### config.mk
export PLATFORM = sky130hd
export DESIGN_NAME = uart_tx_fifo_drain
export DESIGN_NICKNAME = d
export VERILOG_FILES = /design/src/rtl/uart_tx_fifo_drain.sv
export SDC_FILE = /design/constraint.sdc
export NUM_CORES = 1
export LEC_CHECK = 0
export CAP_MARGIN = 5
export CORE_MARGIN = 8
export CORE_UTILIZATION = 44
export CTS_CLUSTER_SIZE = 25
export DETAILED_ROUTE_END_ITERATION = 8
export PLACE_DENSITY = 0.64
export SYNTH_ARGS = -nofsm -noshare
export SYNTH_HDL_FRONTEND = slang
export SYNTH_SLANG_ARGS = --single-unit
### constraint.sdc
create_clock -name clk -period 2.57 [get_ports clk]
set_input_delay 0.3855 -clock clk [delete_from_list [all_inputs] [get_ports clk]]
set_output_delay 0.3855 -clock clk [all_outputs]
set_load 0.05 [all_outputs]
### src/rtl/uart_tx_fifo_drain.sv
`timescale 1ns/1ps
// UART transmitter that drains a show-ahead byte FIFO and sends 8N1/8E1/8O1 frames on tx.
// All outputs are registered and computed from the next-state values.
module uart_tx_fifo_drain #(
   parameter int CLK_HZ    = 100_000_000,
   parameter int BAUD      = 9600,
   parameter int PARITY    = 0,
   parameter int STOP_BITS = 1
) (
   input  logic       clk,
   input  logic       reset,
   input  logic       tx_en,
   input  logic       fifo_empty,
   input  logic [7:0] fifo_rdata,
   output logic       fifo_rd,
   output logic       tx,
   output logic       tx_busy,
   output logic       tx_done
);

   localparam int DIV = CLK_HZ / BAUD;
   localparam int CW  = (DIV > 2) ? $clog2(DIV) : 1;
   localparam logic [CW-1:0] CNT_LAST = CW'(DIV - 1);
   localparam logic [CW-1:0] CNT_ONE  = CW'(1);

   typedef enum logic [2:0] {
      S_IDLE   = 3'd0,
      S_LOAD   = 3'd1,
      S_START  = 3'd2,
      S_DATA   = 3'd3,
      S_PARITY = 3'd4,
      S_STOP   = 3'd5
   } state_t;

   state_t        state_q, state_d;
   logic [CW-1:0] cnt_q, cnt_d;
   logic [2:0]    bit_q, bit_d;
   logic [7:0]    shift_q, shift_d;
   logic          par_q, par_d;
   logic          stop_q, stop_d;
   logic          tx_q, tx_d;
   logic          busy_q, busy_d;
   logic          done_q, done_d;
   logic          rd_q, rd_d;
   logic          bit_end_s;
   logic          stop_last_s;
   logic          stop_last_d_s;

   function automatic logic calc_parity(input logic [7:0] b);
      if (PARITY == 1) begin
         return ^b;
      end else begin
         return ~^b;
      end
   endfunction

   // Next-state, counters and the registered output values for the coming cycle.
   always_comb begin
      state_d       = state_q;
      cnt_d         = cnt_q;
      bit_d         = bit_q;
      shift_d       = shift_q;
      par_d         = par_q;
      stop_d        = stop_q;
      bit_end_s     = (cnt_q == CNT_LAST);
      stop_last_s   = (STOP_BITS == 1) ? 1'b1 : stop_q;
      case (state_q)
         S_IDLE: begin
            cnt_d = '0;
            bit_d = 3'd0;
            if (tx_en && !fifo_empty) begin
               state_d = S_LOAD;
            end else begin
               state_d = S_IDLE;
            end
         end
         S_LOAD: begin
            shift_d = fifo_rdata;
            par_d   = calc_parity(fifo_rdata);
            cnt_d   = '0;
            state_d = S_START;
         end
         S_START: begin
            if (bit_end_s) begin
               cnt_d   = '0;
               bit_d   = 3'd0;
               state_d = S_DATA;
            end else begin
               cnt_d = cnt_q + CNT_ONE;
            end
         end
         S_DATA: begin
            if (bit_end_s) begin
               cnt_d = '0;
               if (bit_q == 3'd7) begin
                  stop_d = 1'b0;
                  if (PARITY != 0) begin
                     state_d = S_PARITY;
                  end else begin
                     state_d = S_STOP;
                  end
               end else begin
                  bit_d = bit_q + 3'd1;
               end
            end else begin
               cnt_d = cnt_q + CNT_ONE;
            end
         end
         S_PARITY: begin
            if (bit_end_s) begin
               cnt_d   = '0;
               stop_d  = 1'b0;
               state_d = S_STOP;
            end else begin
               cnt_d = cnt_q + CNT_ONE;
            end
         end
         S_STOP: begin
            if (bit_end_s) begin
               cnt_d = '0;
               if (stop_last_s) begin
                  state_d = S_IDLE;
               end else begin
                  stop_d = 1'b1;
               end
            end else begin
               cnt_d = cnt_q + CNT_ONE;
            end
         end
         default: begin
            state_d = S_IDLE;
            cnt_d   = '0;
            bit_d   = 3'd0;
         end
      endcase

      stop_last_d_s = (STOP_BITS == 1) ? 1'b1 : stop_d;
      case (state_d)
         S_START:  tx_d = 1'b0;
         S_DATA:   tx_d = shift_d[bit_d];
         S_PARITY: tx_d = par_d;
         default:  tx_d = 1'b1;
      endcase
      busy_d = (state_d != S_IDLE);
      rd_d   = (state_d == S_LOAD);
      done_d = (state_d == S_STOP) && (cnt_d == CNT_LAST) && stop_last_d_s;
   end

   // State and output registers; reset drops any frame in flight and forces the line high.
   always_ff @(posedge clk or negedge reset) begin
      if (!reset) begin
         state_q <= S_IDLE;
         cnt_q   <= '0;
         bit_q   <= 3'd0;
         shift_q <= 8'h00;
         par_q   <= 1'b0;
         stop_q  <= 1'b0;
         tx_q    <= 1'b1;
         busy_q  <= 1'b0;
         done_q  <= 1'b0;
         rd_q    <= 1'b0;
      end else begin
         state_q <= state_d;
         cnt_q   <= cnt_d;
         bit_q   <= bit_d;
         shift_q <= shift_d;
         par_q   <= par_d;
         stop_q  <= stop_d;
         tx_q    <= tx_d;
         busy_q  <= busy_d;
         done_q  <= done_d;
         rd_q    <= rd_d;
      end
   end

   assign fifo_rd = rd_q;
   assign tx      = tx_q;
   assign tx_busy = busy_q;
   assign tx_done = done_q;

endmodule
Yosys cells after proc, flatten, opt, wreduce, memory -nomap -nowiden

Index checks and enable logic that the tools add are counted.

Flip-flop bits (word level): 33
Bits of input ports: 12
Output and inout port bits: 4
Word-level logic and storage cells: 51

Add/subtract/negate cells: 2
Order comparisons: 1
Eq/ne operators: 13
Muxes and demuxes: 18
Reduce and logical (&&, ||, !) cells: 8

Operators by type and width:

| kind                                                                   | count |
|---|---|
| 14-bit equality test (second input constant)                           | 2 |
| 14-bit two-way mux                                                     | 2 |
| 3-bit two-way mux                                                      | 8 |
| 3-bit one-hot mux with 6 select lines                                  | 1 |
| 3-bit equality test (second input constant)                            | 5 |
| 14-bit by 1-bit adder with 14-bit output (second input constant)       | 1 |
| 3-bit by 2-bit equality test with 1-bit output (second input constant) | 4 |
| 3-bit one-hot mux with 3 select lines                                  | 1 |
| 8-bit two-way mux                                                      | 1 |
| 8-bit XNOR reduction                                                   | 1 |
| 3-bit by 1-bit equality test with 1-bit output (second input constant) | 2 |
| 3-bit by 4-bit < comparator with 1-bit output (second input constant)  | 1 |
| 4-bit OR reduction                                                     | 1 |
| 3-bit by 1-bit adder with 3-bit output (second input constant)         | 1 |
| 1-bit binary-select mux with 3-bit select                              | 1 |
| 3-bit zero test                                                        | 1 |
| 1-bit two-way mux                                                      | 3 |
| 1-bit one-hot mux with 3 select lines                                  | 1 |
| 3-bit nonzero test                                                     | 1 |
| 3-bit OR reduction                                                     | 1 |
| 1-bit logical AND                                                      | 2 |
| 1-bit zero test                                                        | 1 |

Logic depth before layout (Yosys ltp)

Gate-level depths: netlist of the first run.

Depth in word-level cells: 7
Gate-level depth with buffers: 9
Gate-level depth less buffers: 9

Worst setup path after synthesis of the first run

OpenSTA, ideal clock, no wires.

Path kind: reg-to-reg
Start point: register cnt_q[0]
End point: register tx_q (netlist: tx)
Library setup time: 0.075 ns
Arrival: 1.919 ns
Required time: 2.495 ns
Setup slack: 0.576 ns
Cell stages (with the launch flop): 9
Buffers on the path: 0
Period minus slack after synthesis: 1.994 ns
Cells stage by stage: dfrtp_1 ha_1 and4_1 and4_4 a311oi_4 inv_1 mux2i_1 o21a_1 a2bb2oi_1

Cells in the longest elaborated chain, start to end: 6
Elaborated cells on any way between the ends: 15
Classes of those cells: 4 x eq/ne; 11 x mux

RTL lines:

| item                                        | line   | source |
|---|---|---|
| start: declaration                          | 36     | `logic [CW-1:0] cnt_q, cnt_d;` |
| start signal: assignment                    | 164    | `cnt_q <= cnt_d;` |
| 14-bit equality test *                      | 65     | `bit_end_s = (cnt_q == CNT_LAST);` |
| 3-bit two-way mux, on equally long branches | 93, 84 |  |
| 3-bit one-hot mux with 3 select lines *     | 67     | `case (state_q)` |
| named net bit_d[2]                          | 37     | `logic [2:0] bit_q, bit_d;` |
| 1-bit binary-select mux with 3-bit select * | 140    | `S_DATA: tx_d = shift_d[bit_d];` |
| 1-bit two-way mux (not written as such) *   | 140    |  |
| 1-bit one-hot mux with 3 select lines *     | 138    | `case (state_d)` |
| named net tx_d                              | 41     | `logic tx_q, tx_d;` |
| end signal: assignment                      | 169    | `tx_q <= tx_d;` |
| end: declaration                            | 41     |  |

Mark *: on every way through the listed nets, which the timed path passes. The rest lies on a longest branch. The select of a mux whose other input is x is not followed.

Worst setup path in the final report of the first run

Same ends and word-level chain as after synthesis.

==> impl_metrics.tcl, run 1 <==
set metrics [dict create \
    status "complete, no violations" \
    cts_buffer_depth 2 \
    slew_headroom_pct 66.43 \
    rsz0062_at_grt "no" \
    antenna_found_initial 0 \
    grt_max_degree 34 \
    postCtsSetupRepairBufs 0 \
    port_buffers 15 \
    cp_max_fo 6 \
    drtIter0Drc 39 \
    fin_tns_setup_ps 0 \
    min_period_ps 2138 \
    antenna_cells 0 \
    path_class "reg2reg" \
    ys_ff_latch 33 \
    fin_crit_sh_pct 83.19 \
    drc 0 \
    synth_fa_ha_area_share_pct 1.445 \
    syn_inst 170 \
    wirelength_mm 3.361 \
    hp-class "reg2reg" \
    viasPerCell 5.313 \
    irDropWorstVdd_mv 0.2247 \
    skew_ps 2.250 \
    cts_hold_buf 0 \
    synth_nets 184 \
    synth-simple-area-share_pct 24.49 \
    die_y_um 78.74 \
    cts_buffers 5 \
    final_hold_viol_count 0 \
    rrSetupSlack_ps 430 \
    dr.pass1.iters 4 \
    cpPeakStageDelay_ps 390 \
    cts-resized-gates 0 \
    power_density_nw_per_um2 501.8 \
    synthXorXnorAreaFrac_pct 9.610 \
    syn_to_final_growth_pct 18.64 \
    p_leak_nw 0.8755 \
    worst_setup_path_start_kind "flip-flop" \
    grtUsageTotal_pct 11.81 \
    syn_avg_cell_area_sq_um 10.19 \
    synth_top_family_by_area "simple AND/OR/NAND/NOR gates" \
    path_clk_slew_ps 60 \
    wire_per_inst_um 13.83 \
    design.die.area_sq_um 6199 \
    tightestPinTransition_ps 501.9 \
    worst_hold_slack_ps 463.3 \
    drv_cap 0 \
    syn-cell-area_sq_um 1732 \
    cts-root-buf "clkbuf_8" \
    die-width_um 78.74 \
    cts_tree "built" \
    core_area_sq_um 3885 \
    grt_overflow_total 0 \
    fmax_mhz 467.7 \
    yosysWarnings 0 \
    synth-edff-count 0 \
    globalplace.congestion 0.8314 \
    slew_viol_final 0 \
    grt_first_pass_wirelength_mm 5.871 \
    initial_core_util_pct 44.57 \
    ioPinCount 16 \
    synthMuxAreaShare_pct 7.370 \
    layout-drive-gt1-share_pct 12.44 \
    via_count 1291 \
    slowest_stage "dfrtp_1" \
    ant_nets 0 \
    grt_pass1_vias 1307 \
    worstPathRequired_ps 2780 \
    cp.arrival_ps 2350 \
    nets 206 \
    insertion_delay_ps 280 \
    synth_cell_type_count 42 \
    finalPower_w 0.001031 \
    cts_max_level 2 \
    synth_seq_area_share_pct 47.76 \
    rows 23 \
    worstPathCellList "ha_1 > and4_1 > and4_4 > a311oi_4 > inv_1 > mux2i_1 > o21a_1 > a2bb2oi_1" \
    setup_viol 0 \
    dp_hpwl_mm 2.533 \
    worstSetupEndpointType "flip-flop" \
    synthFlopType "dfrtp_1" \
    async_reset_ff_share_pct 100.0 \
    cts_sinks 33 \
    synth-compound-area-share_pct 7.442 \
]
cell families (layout without fill, tap and decap cells):
group,after synthesis,after routing
AO/OA/AOI/OAI,15,15
multiplexers,12,12
flip-flops,33,33
adder cells (fa/ha/maj),2,2
AND/OR/NAND/NOR,81,81
XOR/XNOR,19,19
buffers and inverters,8,31
sequential cells by signal, indices dropped and copies added, names as in the netlist:
name,cells
bit_q,3
cnt_q,14
fifo_rd,1
par_q,1
shift_q,8
state_q,3
tx,1
tx_busy,1
tx_done,1
final cells by class:
class	instances	area (sq um)
sequential	33	827.0
tap	50	62.56
clock inverter	1	5.005
timing repair buffer	18	172.7
multi-input combinational	129	872.1
clock buffer	7	96.34
fill	348	1831
inverter	5	18.77
per-layer routing:
layer	vias to the layer above	global-route usage, %	wire [um]
li1	632	-	-
met5	-	0	0
met2	23	19.64	1688
met1	628	13.36	1446
met4	0	5.000	63
met3	8	4.402	163
power by group:
| group | internal (W) | switching [W] |
|---|---|---|
| clock | 0.000242 | 0.000179 |
| sequential | 0.000532 | 0.00000312 |
| combinational | 0.0000392 | 0.0000360 |
placed cells by master, fill, tap and decap left out, types with 3 or more instances in the layout:
| cell type | n |
|---|---|
| clkdlybuf4s50_1 | 15 |
| mux2i_1 | 6 |
| o21a_1 | 3 |
| nor3_1 | 5 |
| dfrtp_1 | 32 |
| and2b_1 | 3 |
| nand2_1 | 16 |
| mux2_2 | 6 |
| clkbuf_8 | 7 |
| nand4_1 | 6 |
| nor2b_1 | 3 |
| xnor2_1 | 12 |
| xor2_1 | 7 |
| buf_4 | 3 |
| nand3b_1 | 3 |
| nor2_1 | 25 |
| inv_1 | 5 |
| nand3_1 | 5 |
synth_stat cells, types with 2 or more instances:
master | number | area [sq um]
and2_1 | 2 | 12.51
and2b_1 | 3 | 22.52
and3_1 | 2 | 12.51
and4_1 | 2 | 17.52
dfrtp_1 | 32 | 800.8
ha_1 | 2 | 25.02
inv_1 | 5 | 18.77
mux2_2 | 6 | 67.56
mux2i_1 | 6 | 60.06
nand2_1 | 16 | 60.06
nand3_1 | 5 | 25.02
nand3b_1 | 3 | 22.52
nand4_1 | 6 | 37.54
nor2_1 | 25 | 93.84
nor2b_1 | 3 | 18.77
nor3_1 | 5 | 25.02
o21a_1 | 3 | 22.52
o21ai_0 | 2 | 10.01
o22ai_1 | 2 | 12.51
xnor2_1 | 12 | 105.1
xor2_1 | 7 | 61.31
worst paths after layout:
path,from,endpoint,cells after the start
min in group asynchronous,reset,par_q$_DFF_PN0_,2
worst min register to register,cnt_q[0]$_DFF_PN0_,cnt_q[0]$_DFF_PN0_,1
worst max-delay path,cnt_q[0]$_DFF_PN0_,tx$_DFF_PN1_,8
worst min-delay path,cnt_q[0]$_DFF_PN0_,cnt_q[0]$_DFF_PN0_,1
worst max register to register,cnt_q[0]$_DFF_PN0_,tx$_DFF_PN1_,8
max in group asynchronous,reset,tx$_DFF_PN1_,2
critical path, delay by kind of cell (launching register included):
kind	cells	cell delay, ps
AND/OR/NAND/NOR	2	480
buffers and inverters	1	140
flip-flops	1	390
AO/OA/AOI/OAI	3	670
multiplexers	1	140
adder cells (fa/ha/maj)	1	240
stage by stage:
stage	instance area (sq um)	instances	setup slack (ps)	util (%)
4_1_cts	2054	243	419.3	52.88
3_3_place_gp	1953	235	501.2	50.27
5_1_grt	2054	243	265.5	52.88
3_5_place_dp	1953	235	426.2	50.27
6_report	2054	243	431.9	52.88
2_1_floorplan	1732	170	575.9	-
No activity file was read; power rests on OpenSTA's default activity.
==> run 2: changes to the inputs <==
Settings changed: PLACE_DENSITY 0.64 to 0.66.
Clock period 2.57 ns to 1.8 ns, I/O delays scaled along.
==> impl_metrics.tcl, run 2 (synthesized netlist as in run 1, its figures left out) <==
set metrics [dict create \
    grt_max_degree 34 \
    cts_buffers 5 \
    power_density_nw_per_um2 618.7 \
    finalPower_w 0.001404 \
    drc 0 \
    p_leak_nw 1.003 \
    ant_nets 0 \
    largest-register "cnt_q" \
    wirelength_mm 3.851 \
    drv_cap 0 \
    cts_tree "built" \
    via_count 1395 \
    grt_pass1_vias 1440 \
    path_clk_slew_ps 70 \
    wire_per_inst_um 14.32 \
    worst_setup_path_start_kind "flip-flop" \
    p_sw_w 0.0003204 \
    reg.largest.list "cnt_q: 14 flops, shift_q: 8 flops" \
    initial_core_util_pct 44.57 \
    comb_power_share_pct 7.7 \
    nFillCells 340 \
    setup_viol 3 \
    insertion_delay_ps 290 \
    die-width_um 78.74 \
    min_period_ps 1945 \
    final_hold_viol_count 0 \
    tightestPinTransition_ps 503.4 \
    grtUsageTotal_pct 13.38 \
    irDropWorstVdd_mv 0.4758 \
    fin_crit_sh_pct 108.1 \
    nets 232 \
    sw_frac_of_total_pct 22.83 \
    cts_sinks 33 \
    p_int_w 0.001083 \
    rsz0062_at_grt "yes" \
    cp_max_fo 5 \
    core_area_sq_um 3885 \
    rows 23 \
    timing.final.ws_setup_ps -145.3 \
    slew_headroom_pct 66.33 \
    port_buffers 15 \
    largest_reg_flops 14 \
    grt_first_pass_wirelength_mm 6.575 \
    fin_tns_setup_ps -209.0 \
    cp.arrival_ps 2160 \
    slew_viol_final 0 \
    drtIter0Drc 27 \
    dr.pass1.iters 4 \
    fin_util_pct 58.39 \
    skew_ps 5.208 \
    antenna_cells 0 \
    layout-drive-gt1-share_pct 26.03 \
    design.die.area_sq_um 6199 \
    dp_hpwl_mm 2.955 \
    cts_buffer_depth 2 \
    antenna_found_initial 0 \
    worstPathRequired_ps 2010 \
    pwr-share-clk_pct 37.9 \
    status "finished with violations" \
    layout_commonest_cell "dfrtp_1" \
    fmax_mhz 514.1 \
    pwr-share-seq_pct 54.4 \
    cts-root-buf "clkbuf_8" \
    viasPerCell 5.186 \
    layout_common_cells "dfrtp_1 (32), buf_4 (29), nor2_1 (24)" \
    cts_max_level 2 \
    path_class "reg2reg" \
    grt_overflow_total 0 \
    ioPinCount 16 \
    failed_checks "negative setup slack" \
    syn_to_final_growth_pct 31.00 \
    die_y_um 78.74 \
    pre_cts_ws_ps -122.8 \
    worstSetupEndpointType "flip-flop" \
    globalplace.congestion 0.8419 \
    hp-class "in2async" \
]
==> run 2: critical path, stage by stage, from the launching register on <==
cell and delay, ps:
dfrtp_1 350, ha_2 180, and4_4 230, a41oi_2 140, a311oi_4 410, mux2i_1 250, mux2i_1 90, mux2i_1 140
a2bb2oi_1 90
==> run 2: routing by layer <==
metal | GRT usage (%) | vias up | routed length [um] | share of wire (%)
li1 | - | 681 | - | -
met1 | 13.74 | 683 | 1543 | 40
met2 | 23.94 | 21 | 2039 | 53
met3 | 4.853 | 10 | 157 | 4.1
met4 | 5.741 | 0 | 112 | 2.9
met5 | 0 | - | 0 | 0
==> run 2: area by class of cell <==
cell class	count	area (sq um)	share of cell area (%)
tap	50	62.56	2.758
timing repair buffer	44	369.1	16.27
inverter	5	18.77	0.8274
multi-input combinational	129	908.4	40.04
clock inverter	2	10.01	0.4413
clock buffer	6	72.57	3.199
sequential	33	827.0	36.46
==> run 2: per-stage QoR <==
stage | hold slack (ps) | cells | cell area [sq um]
after floorplan | -25.59 | 170 | 1739
after global placement | 469.8 | 259 | 2138
after detailed placement | 461.8 | 259 | 2138
after CTS | 398.7 | 268 | 2242
after global routing | 419.5 | 269 | 2268
final | 384.2 | 269 | 2268
==> run 2: power groups by stage <==
stage / Combinational, W / Clock, W / Sequential [W]
after floorplan: 0.0000543 / 0 / 0.000777
after global routing: 0.000121 / 0.000567 / 0.000765
final: 0.000108 / 0.000532 / 0.000764
after CTS: 0.000111 / 0.000541 / 0.000764
after detailed placement: 0.000110 / 0 / 0.000778
after global placement: 0.000107 / 0 / 0.000777
==> run 2: final timing paths <==
check | start | to | slack [ps] | cells past startpoint
setup / recovery | cnt_q[0]$_DFF_PN0_ | tx$_DFF_PN1_ | -150 | 8
hold / removal | reset | tx_busy$_DFF_PN0_ | 380 | 2
setup reg to reg | cnt_q[0]$_DFF_PN0_ | tx$_DFF_PN1_ | -150 | 8
hold reg to reg | shift_q[3]$_DFF_PN0_ | shift_q[3]$_DFF_PN0_ | 480 | 2
max in group asynchronous | reset | tx$_DFF_PN1_ | 1090 | 2
min in group clk | shift_q[3]$_DFF_PN0_ | shift_q[3]$_DFF_PN0_ | 480 | 2
==> run 2: timing repair <==
item,in CTS,in global routing
setup buffers,1,1
endpoints found under the hold margin,0,0
hold buffers,0,0
pin swaps,0,3
gates resized for setup,4,5
setup endpoints to repair,3,4
==> run 3: changes to the inputs <==
Clock period 1.8 ns to 1.7 ns, I/O delays scaled along.
==> impl_metrics.tcl, run 3 (synthesized netlist as in run 1, its figures left out) <==
set metrics [dict create \
    min_period_ps 1964 \
    dp_cells 263 \
    wire_per_inst_um 14.68 \
    final_hold_viol_count 0 \
    path_class "reg2reg" \
    antenna_cells 0 \
    layout_common_cells "buf_4 (40), dfrtp_1 (32), nor2_1 (23)" \
    core_area_sq_um 3885 \
    reg.largest.list "cnt_q: 14 flops, shift_q: 8 flops" \
    cts_max_level 2 \
    comb_power_share_pct 7.4 \
    worstSetupEndpointType "flip-flop" \
    globalplace.congestion 0.8257 \
    die_y_um 78.74 \
    worst_setup_path_start_kind "flip-flop" \
    wirelength_mm 4.082 \
    cp_max_fo 5 \
    cp.arrival_ps 2180 \
    rows 23 \
    nets 241 \
    grt_first_pass_wirelength_mm 6.982 \
    layout_commonest_cell "buf_4" \
    cts-root-buf "clkbuf_8" \
    drc 0 \
    p_sw_w 0.0003530 \
    nFillCells 339 \
    fin_tns_setup_ps -502.9 \
    cts_hold_buf 0 \
    largest_reg_flops 14 \
    tightestPinTransition_ps 421.5 \
    initial_core_util_pct 44.57 \
    layout-drive-gt1-share_pct 32.46 \
    ant_nets 0 \
    finalPower_w 0.001704 \
    hp-class "in2async" \
    skew_ps 6.394 \
    pwr-share-clk_pct 45.1 \
    timing.final.ws_setup_ps -263.6 \
    drtIter0Drc 45 \
    antenna_found_initial 0 \
    rsz0062_at_grt "yes" \
    pre_cts_ws_ps -229.4 \
    slew_headroom_pct 71.90 \
    die-width_um 78.74 \
    rrSetupSlack_ps -260 \
    grt_overflow_total 0 \
    drv_cap 0 \
    syn_to_final_growth_pct 38.37 \
    largest-register "cnt_q" \
    ioPinCount 16 \
    status "finished with violations" \
    stdcell_count 278 \
    viasPerCell 5.205 \
    cts_buffers 5 \
    pwr-share-seq_pct 47.5 \
    dr.pass1.iters 4 \
    cts_sinks 33 \
    cts_tree "built" \
    irDropWorstVdd_mv 0.4341 \
    sw_frac_of_total_pct 20.72 \
    insertion_delay_ps 290 \
    port_buffers 15 \
    path_clk_slew_ps 70 \
    grt_max_degree 34 \
    grtUsageTotal_pct 14.27 \
    failed_checks "negative setup slack" \
    p_leak_nw 1.064 \
    worstPathRequired_ps 1920 \
    grt_pass1_vias 1552 \
    slew_viol_final 0 \
    power_density_nw_per_um2 711.1 \
    fin_crit_sh_pct 115.5 \
    setup_viol 3 \
    dp_hpwl_mm 2.968 \
    cts_buffer_depth 2 \
    p_int_w 0.001351 \
    fmax_mhz 509.3 \
    design.die.area_sq_um 6199 \
    via_count 1447 \
]
-- run 3: final cells by class --
class	count	area, sq um	area share, %
flip-flops and latches	33	827.0	34.52
well taps	50	62.56	2.611
inverters	5	18.77	0.7833
clock buffers	6	82.58	3.446
clock inverters	2	37.54	1.567
repair buffers	53	432.9	18.07
multi-input cells	129	934.6	39.01
-- run 3: critical path, cell delays in order (launching register included) --
cell       delay (ps)
dfrtp_1           350
ha_2              180
and4_4            250
a41oi_4           110
a311oi_4          300
buf_4             180
mux2i_1           190
mux2i_1            90
mux2i_1           150
a2bb2oi_1          90
-- run 3: final timing paths --
check                                startpoint                   end  cells past startpoint
setup / recovery             cnt_q[0]$_DFF_PN0_          tx$_DFF_PN1_                      9
hold / removal                            reset    cnt_q[2]$_DFF_PN0_                      2
setup reg to reg             cnt_q[0]$_DFF_PN0_          tx$_DFF_PN1_                      9
hold reg to reg            shift_q[7]$_DFF_PN0_  shift_q[7]$_DFF_PN0_                      2
max in group asynchronous                 reset          tx$_DFF_PN1_                      2
min in group clk           shift_q[7]$_DFF_PN0_  shift_q[7]$_DFF_PN0_                      2
-- run 3: per-stage QoR --
| stage | instance area [sq um] | utilization [%] | hold slack (ps) |
|---|---|---|---|
| floorplan | 1747 | - | -40.59 |
| global placement | 2168 | 55.81 | 476.5 |
| detailed placement | 2168 | 55.81 | 472.1 |
| CTS | 2362 | 60.81 | 373.0 |
| global route | 2396 | 61.67 | 404.8 |
| finish | 2396 | 61.67 | 369.8 |
-- run 3: power by group through the flow --
stage / Sequential [W] / Combinational (W) / Clock, W
final: 0.000809 / 0.000126 / 0.000768
after floorplan: 0.000822 / 0.0000575 / 0
after global placement: 0.000823 / 0.000125 / 0
after global routing: 0.000810 / 0.000141 / 0.000821
after detailed placement: 0.000824 / 0.000128 / 0
after CTS: 0.000809 / 0.000129 / 0.000785
-- run 3: layer usage --
metal / GRT usage, % / share of wire, % / vias to the layer above / wire length, um
met3: 4.966 / 3.2 / 5 / 129
li1: - / - / 702 / -
met5: 0 / 0 / - / 0
met2: 25.60 / 55 / 21 / 2230
met1: 15.21 / 41 / 719 / 1679
met4: 4.815 / 1.0 / 0 / 42
-- run 3: timing repair --
item	4_1_cts	5_1_grt
endpoints found under the setup margin	4	12
resized for setup	11	5
pin swaps	6	5
buffers inserted	5	2
